## config.mk

```make
export PLATFORM = sky130hd
export DESIGN_NAME = pipelined_cla_adder_flat
export DESIGN_NICKNAME = d
export VERILOG_FILES = /design/src/rtl/adder_pkg.sv /design/src/rtl/pipelined_cla_adder_if.sv /design/src/rtl/cla_slice.sv /design/src/rtl/pipelined_cla_adder.sv /design/src/flat_wrapper.sv
export SDC_FILE = /design/constraint.sdc
export NUM_CORES = 1
export LEC_CHECK = 0
export ABC_AREA = 1
export BUFFER_PORTS_ARGS = -buffer_cell sky130_fd_sc_hd__buf_2
export CORE_MARGIN = 5
export CORE_UTILIZATION = 57
export DETAILED_ROUTE_END_ITERATION = 16
export GPL_ROUTABILITY_DRIVEN = 0
export PLACE_DENSITY = 0.81
export SLEW_MARGIN = 15
export SYNTH_ARGS = -nofsm -noshare
export SYNTH_HDL_FRONTEND = slang
export SYNTH_HIERARCHICAL = 1
export SYNTH_SLANG_ARGS = --single-unit
```

## constraint.sdc

```tcl
create_clock -name clk -period 1.45 [get_ports clk]
set_input_delay 0.0725 -clock clk [delete_from_list [all_inputs] [get_ports clk]]
set_output_delay 0.0725 -clock clk [all_outputs]
set_load 0.03 [all_outputs]
```

## src/rtl/adder_pkg.sv

```systemverilog
// Shared constants and types for the pipelined carry-lookahead adder.
// Holds the default geometry, the stage-count helper and the per-bit generate/propagate pair.
package adder_pkg;

  localparam int DEFAULT_WIDTH = 16;
  localparam int DEFAULT_BLOCK = 4;

  typedef struct packed {
    logic g;
    logic p;
  } gp_t;

  // WIDTH is expected to be an exact multiple of BLOCK.
  function automatic int calc_stages(input int width, input int block);
    return width / block;
  endfunction

endpackage

```

## src/rtl/pipelined_cla_adder_if.sv

```systemverilog
// Operand/result handshake bundle for pipelined_cla_adder.
// The mismatch signal exists only when RC_SELF_CHECK_EN is defined.
interface pipelined_cla_adder_if #(
  parameter int WIDTH = adder_pkg::DEFAULT_WIDTH
);

  logic             in_valid;
  logic             in_ready;
  logic [WIDTH-1:0] in1;
  logic [WIDTH-1:0] in2;
  logic             cin;
  logic             out_valid;
  logic             out_ready;
  logic [WIDTH-1:0] out;
  logic             cout;
  logic             ovf;

`ifdef RC_SELF_CHECK_EN
  logic             mismatch;

  modport master (
    output in_valid, in1, in2, cin, out_ready,
    input  in_ready, out_valid, out, cout, ovf, mismatch
  );

  modport slave (
    input  in_valid, in1, in2, cin, out_ready,
    output in_ready, out_valid, out, cout, ovf, mismatch
  );
`else
  modport master (
    output in_valid, in1, in2, cin, out_ready,
    input  in_ready, out_valid, out, cout, ovf
  );

  modport slave (
    input  in_valid, in1, in2, cin, out_ready,
    output in_ready, out_valid, out, cout, ovf
  );
`endif

endinterface

```

## src/rtl/cla_slice.sv

```systemverilog
// Combinational BLOCK-bit carry-lookahead slice.
// Every carry is the fully expanded sum of generate terms, so no ripple path exists inside the slice.
module cla_slice
  import adder_pkg::*;
#(
  parameter int BLOCK = DEFAULT_BLOCK
) (
  input  logic [BLOCK-1:0] a,
  input  logic [BLOCK-1:0] b,
  input  logic             c_in,
  output logic [BLOCK-1:0] s,
  output logic             c_out
);

  gp_t  [BLOCK-1:0] gp;
  logic [BLOCK:0]   c;

  genvar gi;
  generate
    for (gi = 0; gi < BLOCK; gi++) begin : g_bit
      assign gp[gi] = '{g: a[gi] & b[gi], p: a[gi] ^ b[gi]};
      assign s[gi]  = gp[gi].p ^ c[gi];
    end
  endgenerate

  // c[i+1] = c_in&p[0..i] | g[0]&p[1..i] | ... | g[i]
  always_comb begin
    logic term;
    c    = '0;
    term = 1'b0;
    c[0] = c_in;
    for (int i = 0; i < BLOCK; i++) begin
      term = c_in;
      for (int m = 0; m <= i; m++) begin
        term = term & gp[m].p;
      end
      c[i+1] = term;
      for (int j = 0; j <= i; j++) begin
        term = gp[j].g;
        for (int m = j + 1; m <= i; m++) begin
          term = term & gp[m].p;
        end
        c[i+1] = c[i+1] | term;
      end
    end
  end

  assign c_out = c[BLOCK];

endmodule

```

## src/rtl/pipelined_cla_adder.sv

```systemverilog
// Carry-pipelined adder: one BLOCK-bit CLA slice per stage, global stall on output backpressure.
// Define RC_SELF_CHECK_EN to carry a ripple-carry reference sum and expose a mismatch flag.
module pipelined_cla_adder
  import adder_pkg::*;
#(
  parameter int WIDTH = DEFAULT_WIDTH,
  parameter int BLOCK = DEFAULT_BLOCK
) (
  input logic                  clk,
  input logic                  rst,
  pipelined_cla_adder_if.slave bus
);

  localparam int STAGES = calc_stages(WIDTH, BLOCK);

  logic adv;
  logic accept;
  logic out_valid_q;

  assign adv         = bus.out_ready | ~out_valid_q;
  assign accept      = bus.in_valid & adv;
  assign bus.in_ready = adv;

`ifdef RC_SELF_CHECK_EN
  // Plain ripple reference {cout, sum} of the operands presented this cycle.
  logic [WIDTH:0] rc_sum;

  always_comb begin
    logic rc_carry;
    rc_sum   = '0;
    rc_carry = bus.cin;
    for (int i = 0; i < WIDTH; i++) begin
      rc_sum[i] = bus.in1[i] ^ bus.in2[i] ^ rc_carry;
      rc_carry  = (bus.in1[i] & bus.in2[i]) | (rc_carry & (bus.in1[i] ^ bus.in2[i]));
    end
    rc_sum[WIDTH] = rc_carry;
  end
`endif

  genvar gi;
  generate
    for (gi = 0; gi < STAGES; gi++) begin : stg
      localparam int HI  = (gi + 1) * BLOCK;
      localparam int REM = WIDTH - HI;

      logic [BLOCK-1:0] sl_a;
      logic [BLOCK-1:0] sl_b;
      logic [BLOCK-1:0] sl_s;
      logic             sl_c;
      logic             sl_co;
      logic             ld;
      logic             valid_next;
      logic             a_msb_next;
      logic             b_msb_next;
      logic [HI-1:0]    sum_next;

      logic             valid_reg;
      logic             carry_reg;
      logic             a_msb_reg;
      logic             b_msb_reg;
      logic [HI-1:0]    sum_reg;
`ifdef RC_SELF_CHECK_EN
      logic [WIDTH:0]   ref_next;
`endif

      cla_slice #(.BLOCK(BLOCK)) u_slice (
        .a     (sl_a),
        .b     (sl_b),
        .c_in  (sl_c),
        .s     (sl_s),
        .c_out (sl_co)
      );

      if (gi == 0) begin : g_src
        assign ld         = accept;
        assign valid_next = accept;
        assign sl_a       = bus.in1[BLOCK-1:0];
        assign sl_b       = bus.in2[BLOCK-1:0];
        assign sl_c       = bus.cin;
        assign a_msb_next = bus.in1[WIDTH-1];
        assign b_msb_next = bus.in2[WIDTH-1];
        assign sum_next   = sl_s;
`ifdef RC_SELF_CHECK_EN
        assign ref_next   = rc_sum;
`endif
      end else begin : g_src
        // Later stages copy on every advance; bubbles simply travel with valid=0.
        assign ld         = 1'b1;
        assign valid_next = stg[gi-1].valid_reg;
        assign sl_a       = stg[gi-1].g_rem.a_rem_reg[BLOCK-1:0];
        assign sl_b       = stg[gi-1].g_rem.b_rem_reg[BLOCK-1:0];
        assign sl_c       = stg[gi-1].carry_reg;
        assign a_msb_next = stg[gi-1].a_msb_reg;
        assign b_msb_next = stg[gi-1].b_msb_reg;
        assign sum_next   = {sl_s, stg[gi-1].sum_reg};
`ifdef RC_SELF_CHECK_EN
        assign ref_next   = stg[gi-1].g_rem.ref_reg;
`endif
      end

      always_ff @(posedge clk) begin
        if (rst) begin
          valid_reg <= 1'b0;
          carry_reg <= 1'b0;
          a_msb_reg <= 1'b0;
          b_msb_reg <= 1'b0;
          sum_reg   <= '0;
        end else if (adv) begin
          valid_reg <= valid_next;
          if (ld) begin
            sum_reg   <= sum_next;
            carry_reg <= sl_co;
            a_msb_reg <= a_msb_next;
            b_msb_reg <= b_msb_next;
          end
        end
      end

      // Operand bits still waiting for a slice; the last stage has none left.
      if (REM > 0) begin : g_rem
        logic [REM-1:0] a_rem_next;
        logic [REM-1:0] b_rem_next;
        logic [REM-1:0] a_rem_reg;
        logic [REM-1:0] b_rem_reg;
`ifdef RC_SELF_CHECK_EN
        logic [WIDTH:0] ref_reg;
`endif

        if (gi == 0) begin : g_load
          assign a_rem_next = bus.in1[WIDTH-1:BLOCK];
          assign b_rem_next = bus.in2[WIDTH-1:BLOCK];
        end else begin : g_load
          assign a_rem_next = stg[gi-1].g_rem.a_rem_reg[REM+BLOCK-1:BLOCK];
          assign b_rem_next = stg[gi-1].g_rem.b_rem_reg[REM+BLOCK-1:BLOCK];
        end

        always_ff @(posedge clk) begin
          if (rst) begin
            a_rem_reg <= '0;
            b_rem_reg <= '0;
`ifdef RC_SELF_CHECK_EN
            ref_reg   <= '0;
`endif
          end else if (adv && ld) begin
            a_rem_reg <= a_rem_next;
            b_rem_reg <= b_rem_next;
`ifdef RC_SELF_CHECK_EN
            ref_reg   <= ref_next;
`endif
          end
        end
      end
    end
  endgenerate

  assign out_valid_q   = stg[STAGES-1].valid_reg;
  assign bus.out_valid = out_valid_q;
  assign bus.out       = stg[STAGES-1].sum_reg;
  assign bus.cout      = stg[STAGES-1].carry_reg;
  assign bus.ovf       = (stg[STAGES-1].a_msb_reg == stg[STAGES-1].b_msb_reg) &
                         (stg[STAGES-1].sum_reg[WIDTH-1] != stg[STAGES-1].a_msb_reg);

`ifdef RC_SELF_CHECK_EN
  // Compared as the final stage loads, so the flag lines up with out_valid.
  logic mismatch_reg;

  always_ff @(posedge clk) begin
    if (rst) begin
      mismatch_reg <= 1'b0;
    end else if (adv) begin
      mismatch_reg <= stg[STAGES-1].valid_next &
                      ({stg[STAGES-1].sl_co, stg[STAGES-1].sum_next} != stg[STAGES-1].ref_next);
`ifndef SYNTHESIS
      if (stg[STAGES-1].valid_next &&
          ({stg[STAGES-1].sl_co, stg[STAGES-1].sum_next} != stg[STAGES-1].ref_next)) begin
        $display("pipelined_cla_adder: cla=%0h ripple=%0h",
                 {stg[STAGES-1].sl_co, stg[STAGES-1].sum_next}, stg[STAGES-1].ref_next);
      end
`endif
    end
  end

  assign bus.mismatch = mismatch_reg;
`endif

endmodule

```

## src/flat_wrapper.sv

```systemverilog
// flat-port wrapper written by rule: the top's interface ports become plain ports
module pipelined_cla_adder_flat import adder_pkg::*;
#(
  parameter int WIDTH = DEFAULT_WIDTH,
  parameter int BLOCK = DEFAULT_BLOCK
)
  (clk, rst, bus_in_valid, bus_in1, bus_in2, bus_cin, bus_out_ready, bus_in_ready, bus_out_valid, bus_out, bus_cout, bus_ovf);
  pipelined_cla_adder_if #(.WIDTH(WIDTH)) bus_i ();
  input logic clk;
  input logic rst;
  input wire logic [$bits(bus_i.in_valid)-1:0] bus_in_valid;
  input wire logic [$bits(bus_i.in1)-1:0] bus_in1;
  input wire logic [$bits(bus_i.in2)-1:0] bus_in2;
  input wire logic [$bits(bus_i.cin)-1:0] bus_cin;
  input wire logic [$bits(bus_i.out_ready)-1:0] bus_out_ready;
  output wire logic [$bits(bus_i.in_ready)-1:0] bus_in_ready;
  output wire logic [$bits(bus_i.out_valid)-1:0] bus_out_valid;
  output wire logic [$bits(bus_i.out)-1:0] bus_out;
  output wire logic [$bits(bus_i.cout)-1:0] bus_cout;
  output wire logic [$bits(bus_i.ovf)-1:0] bus_ovf;
  assign bus_i.in_valid = bus_in_valid;
  assign bus_i.in1 = bus_in1;
  assign bus_i.in2 = bus_in2;
  assign bus_i.cin = bus_cin;
  assign bus_i.out_ready = bus_out_ready;
  assign bus_in_ready = bus_i.in_ready;
  assign bus_out_valid = bus_i.out_valid;
  assign bus_out = bus_i.out;
  assign bus_cout = bus_i.cout;
  assign bus_ovf = bus_i.ovf;
  pipelined_cla_adder #(.WIDTH(WIDTH), .BLOCK(BLOCK)) u_core (.clk(clk), .rst(rst), .bus(bus_i));
endmodule
```

# --- Yosys cells after proc, flatten, opt, wreduce, memory -nomap -nowiden ---
# Cells that the tools add are included.
totals:
  reg_bits: 104
  output_inout_bits: 20
  input_bits: 37
op_classes:
  bitwise_logic: 132
  eq_ne: 2
  reduce_logical: 2
op_table:
  columns: ["operator", "count"]
  rows:
  - ["$and A1 B1 Y1", 58]
  - ["$or A1 B1 Y1", 41]
  - ["$xor A1 B1 Y1", 32]
  - ["$reduce_and A2 Y1", 1]
  - ["$eq A1 B1 Y1", 1]
  - ["$logic_and A1 B1 Y1", 1]
  - ["$ne A1 B1 Y1", 1]
  - ["$not A1 Y1", 1]

# --- Longest topological paths before layout ---
logic_depth:
  depth_word: 9
  depth_mapped: 11
  depth_no_buf: 11

# --- Cells and area by module ---
# The synthesis kept the hierarchy.
modules_own_cells:
  columns: ["module", "area_per_inst_um2", "n_inst", "cells_per_inst"]
  rows:
  - ["pipelined_cla_adder", 3706.1, 1, 496]
  - ["cla_slice", 176.4, 4, 25]

# --- Least setup slack after synthesis ---
# No wires, ideal clock.
synth_timing:
  path_kind: "reg-to-reg"
  startpoint: "register u_core.stg[2].g_rem.a_rem_reg[0]"
  endpoint: "register u_core.stg[3].sum_reg[14], in the netlist u_core/bus.out[14]"
  path_slack_ns: 0.102
  stages_incl_launch_ff: 8
  setup_ns: 0.116
  arrival_ns: 1.232
  path_buffers: 0
  synth_period_minus_slack_ns: 1.348
  path_cell_list: "dfxtp_1 > ha_1 > ha_1 > nand2_1 > nand3_2 > xor2_1 > nor2_1 > nor2_1"
synth_between:
  elab_chain_cells: 6
  elab_cells_between_ends: 8
  classes_between: "8 x bitwise"
synth_lines:
  columns: ["element", "line_no", "text"]
  rows:
  - ["start, declared", "pipelined_cla_adder.sv:123", "logic [REM-1:0] a_rem_reg;"]
  - ["start signal, assigned", "pipelined_cla_adder.sv:145", "a_rem_reg <= a_rem_next;"]
  - ["$xor A1 B1 Y1", "cla_slice.sv:21", "assign gp[gi] = '{g: a[gi] & b[gi], p: a[gi] ^ b[gi]};"]
  - ["$and A1 B1 Y1 (2 in a row)", "cla_slice.sv:35", "term = term & gp[m].p;"]
  - ["$or A1 B1 Y1 (*) (2 in a row)", "cla_slice.sv:43", "c[i+1] = c[i+1] | term;"]
  - ["$xor A1 B1 Y1 (*)", "cla_slice.sv:22", "assign s[gi] = gp[gi].p ^ c[gi];"]
  - ["via u_core.stg[3].sl_s[2]", "pipelined_cla_adder.sv:48", "logic [BLOCK-1:0] sl_s;"]
  - ["end signal, assigned", "pipelined_cla_adder.sv:111", "sum_reg <= sum_next;"]
  - ["end, declared", "pipelined_cla_adder.sv:61", "logic [HI-1:0] sum_reg;"]
# The timed path passes the listed nets; every way through them passes the cells marked *.
# A chain may end at the register's enable or synchronous reset.

# --- Worst setup path after layout ---
layout_timing:
  startpoint: "register u_core.stg[1].g_rem.a_rem_reg[0]"
  endpoint: "register u_core.stg[2].carry_reg"
layout_between:
  elab_chain_cells: 9
  elab_cells_between_ends: 13
  classes_between: "13 x bitwise"
layout_lines:
  columns: ["element", "line_no", "text"]
  rows:
  - ["start, declared", "pipelined_cla_adder.sv:123", null]
  - ["start signal, assigned", "pipelined_cla_adder.sv:145", null]
  - ["$xor A1 B1 Y1", "cla_slice.sv:21", null]
  - ["$and A1 B1 Y1 (4 in a row)", "cla_slice.sv:35", null]
  - ["$or A1 B1 Y1 (*) (4 in a row)", "cla_slice.sv:43", null]
  - ["via u_core.stg[2].sl_co", "pipelined_cla_adder.sv:50", "logic sl_co;"]
  - ["end signal, assigned", "pipelined_cla_adder.sv:112", "carry_reg <= sl_co;"]
  - ["end, declared", "pipelined_cla_adder.sv:58", "logic carry_reg;"]
# Marked as above.

==> metrics.md <==
| Metric | Value |
|---|---|
| Length of the first detailed-routing pass in iterations | `4` |
| Count of flip-flops with a built-in enable after synthesis | `0` |
| Area growth from synthesis to final layout | `15.68%` |
| Insertion delay to the later sink of the worst-skew pair | `0.36 ns` |
| Library cell occupying the most area in the post-synthesis netlist | `dfxtp_1` |
| Clock tree from TritonCTS | `yes` |
| Actual slew at the worst max-slew pin | `0.3573 ns` |
| Worst hold-check path type | `in2reg` |
| Met1 capacity usage during global routing | `25.11%` |
| Number of sinks handled by clock tree synthesis | `98` |
| Share of the core filled with cells | `66.74%` |
| DIE AREA | `9599 um2` |
| Placeable core region | `7647 um2` |
| Nets in the synthesized netlist | `657` |
| Vias | `3799` |
| Simple-gate portion of the synthesized area | `25.95%` |
| # nets final | `699` |
| Average cell area after synthesis | `7.402 um2` |
| Clock-pin slew of the registers on the worst-case setup and hold paths | `0.10 ns` |
| Power, Total | `0.005912 W` |
| Power per cell area | `1158 nW/um2` |
| Asr flop ratio synth | `0%` |
| Worst-case clock buffer depth | `2` |
| Cells taking the most area after synthesis | `dfxtp_1 44%, nor2_1 14%, o21ai_0 7.6%, ha_1 5.7%, nand2_1 5.4%` |
| Antenna Violating Nets Remaining | `0` |
| Fraction of the yosys area taken by sequential cells | `44.47%` |
| Initial Util | `57.69%` |
| Critical setup path kind | `reg2reg` |
| Warnings, synthesis | `6` |
| Combined area of all synthesized cells | `4412 um2` |
| Launching element type of the critical path | `register` |
| Global-route wire length before repair | `15.68 mm` |
| Post-DP Area | `4712 um2` |
| Root buf cell | `clkbuf_8` |
| Antenna Cells | `0` |
| Layer carrying the most global-route usage | `met2` |
| Cell leakage power | `2.430 nW` |
| Via count of the first global-routing pass | `3567` |
| Crit Reg-Reg Startpoint | `u_core/stg[1].g_rem.a_rem_reg[0]` |
| Largest net degree at the start of global routing | `97` |
| Period minus WS final | `1.402 ns` |
| Ranking of synthesized cells by instance count | `167 x nor2_1, 98 x dfxtp_1, 67 x o21ai_0` |
| Fraction of layout instances using a drive strength above 1 | `17.42%` |
| CP Capture Type | `register` |
| Register bit total from synthesis | `98` |
| Worst clock skew | `0.01058 ns` |
| TritonCTS buffer count | `9` |
| Top-count cell post-synth | `nor2_1` |
| DRC violation count after routing | `0` |
| Flip-flop count of the largest register, all copies and words added | `24` |
| Starting DRT DRC Count | `179` |
| Global route overflow | `0` |
| Worst vdd rail ir drop | `0.0005748 V` |
| Final worst-path cycle share | `96.71%` |
| Cell area after layout | `5104 um2` |
| DP Worst Slack | `-0.002796 ns` |
| Initial antenna violation count | `0` |
| Number of top-level pins | `57` |
| Met2 capacity usage during global routing | `31.52%` |
| Average via count per standard cell | `5.099` |
| Wirelength, routed | `9.272 mm` |
| Highest clock frequency the design can meet | `713.1 MHz` |
| Max-slew violations | `0` |
| Vertical die dimension | `97.98 um` |
| Horizontal die dimension | `97.98 um` |
| Detailed placement HPWL | `5.562 mm` |
| WP data required | `1.70 ns` |
| Multiplexer share of the synthesized area | `0%` |
| Final setup viols | `0` |
| Tightest slew margin relative to the limit | `76.16%` |
| Adder and majority gate portion of the synthesized area | `7.487%` |
| Detailed-route wire length per cell | `12.45 um` |
| Synth Area in Compound Gates | `11.12%` |
| Fill cell count | `649` |
| Worst hold slack | `0.02415 ns` |
| Arrival time of data at the critical path endpoint | `1.65 ns` |
| Max_cap viols | `0` |
| GRT Util Overall | `19.34%` |
| Synth Instances | `596` |
| CP Launch Point | `u_core/stg[1].g_rem.a_rem_reg[0]` |
| Final setup margin | `0.04770 ns` |
| Yosys top cell area share | `44.47%` |
| Maximum fanout along the worst path | `2` |
| Dominant register cell in the synthesized netlist | `dfxtp_1` |
| Post-Synth XOR/XNOR Area | `1.588%` |
| Grt met3 use | `3.500%` |
| Launch instance of the worst min-delay path | `bus_in2[8]` |
| Number of H-tree levels | `3` |
| Outcome | `completed` |
| Final hold viol count | `0` |
| Number of standard-cell rows in the floorplan | `32` |
| Distinct cell type count after synthesis | `19` |
| Dominant combinational cell family by area after synthesis | `simple AND/OR/NAND/NOR gates` |
| Number of buffers added on ports | `56` |
worst max-delay path, stage by stage, from the launching register on:
cell	delay (ns)
dfxtp_2	0.35
ha_4	0.23
ha_2	0.21
nand3_2	0.09
nand4_1	0.10
nand2_1	0.09
nand2_1	0.05
nor2_1	0.11
nor2_1	0.07
cell type report:
| type | count | area, um2 | area share, % |
|---|---|---|---|
| well taps | 102 | 127.6 | 2.501 |
| clock inverters | 6 | 112.6 | 2.206 |
| clock buffers | 10 | 137.6 | 2.697 |
| repair buffers | 69 | 449.2 | 8.801 |
| flip-flops and latches | 98 | 1972 | 38.64 |
| multi-input cells | 411 | 2116 | 41.46 |
| inverters | 49 | 188.9 | 3.702 |
routing by layer:
layer  wire (um)  vias to the layer above
li1            -                     1976
met1        4254                     1718
met2        4432                       89
met3         432                       16
met4         153                        0
met5           0                        -
cells by family (layout without fill, tap and decap cells):
logic type,count (synthesis),count (layout)
AO/OA/AOI/OAI,98,98
XOR/XNOR,8,8
adder cells (fa/ha/maj),24,24
buffers and inverters,87,134
flip-flops,98,98
AND/OR/NAND/NOR,281,281
where the power goes:
part | total (W) | internal, W | switching [W]
Clock | 0.00213 | 0.00120 | 0.000929
Combinational | 0.000814 | 0.000335 | 0.000480
Sequential | 0.00297 | 0.00287 | 0.000103
worst paths after layout:
kind	endpoint	slack (ns)	depth (start not counted)
hold / removal	u_core/stg[0].g_rem.b_rem_reg[4]	0.02	5
setup reg to reg	u_core/stg[2].carry_reg	0.05	8
hold reg to reg	u_core/stg[2].g_rem.b_rem_reg[2]	0.48	2
setup / recovery	u_core/stg[2].carry_reg	0.05	8
cells in the final DEF (no fill, tap or decap), types with 4 or more instances in the layout:
cell type,synthesis,routed
nand3_2,4,7
inv_1,46,46
dfxtp_2,0,5
o21ai_0,67,67
dfxtp_1,98,92
buf_12,0,5
fa_1,4,4
a21oi_1,31,31
clkbuf_8,0,10
xor2_1,8,8
buf_4,1,5
ha_1,20,11
nand2_1,63,60
nor2_1,167,167
buf_2,17,56
ha_2,0,6
nand3_1,42,39
nand4_1,4,4
what timing repair did:
action                                  CTS  global route
gates resized for setup                   8            16
endpoints found under the hold margin     2             0
hold buffers                              2             0
endpoints found under the setup margin    7            47
setup buffers                             3             2
gates cloned                              0             0
pin swaps                                 3            12
through the flow:
step                      std cells  setup TNS [ns]
final                           745               0
after global routing            745        -0.06762
after CTS                       743               0
after detailed placement        723       -0.002796
after global placement          723               0
after floorplan                 596               0
No activity file was read; power rests on OpenSTA's default activity.
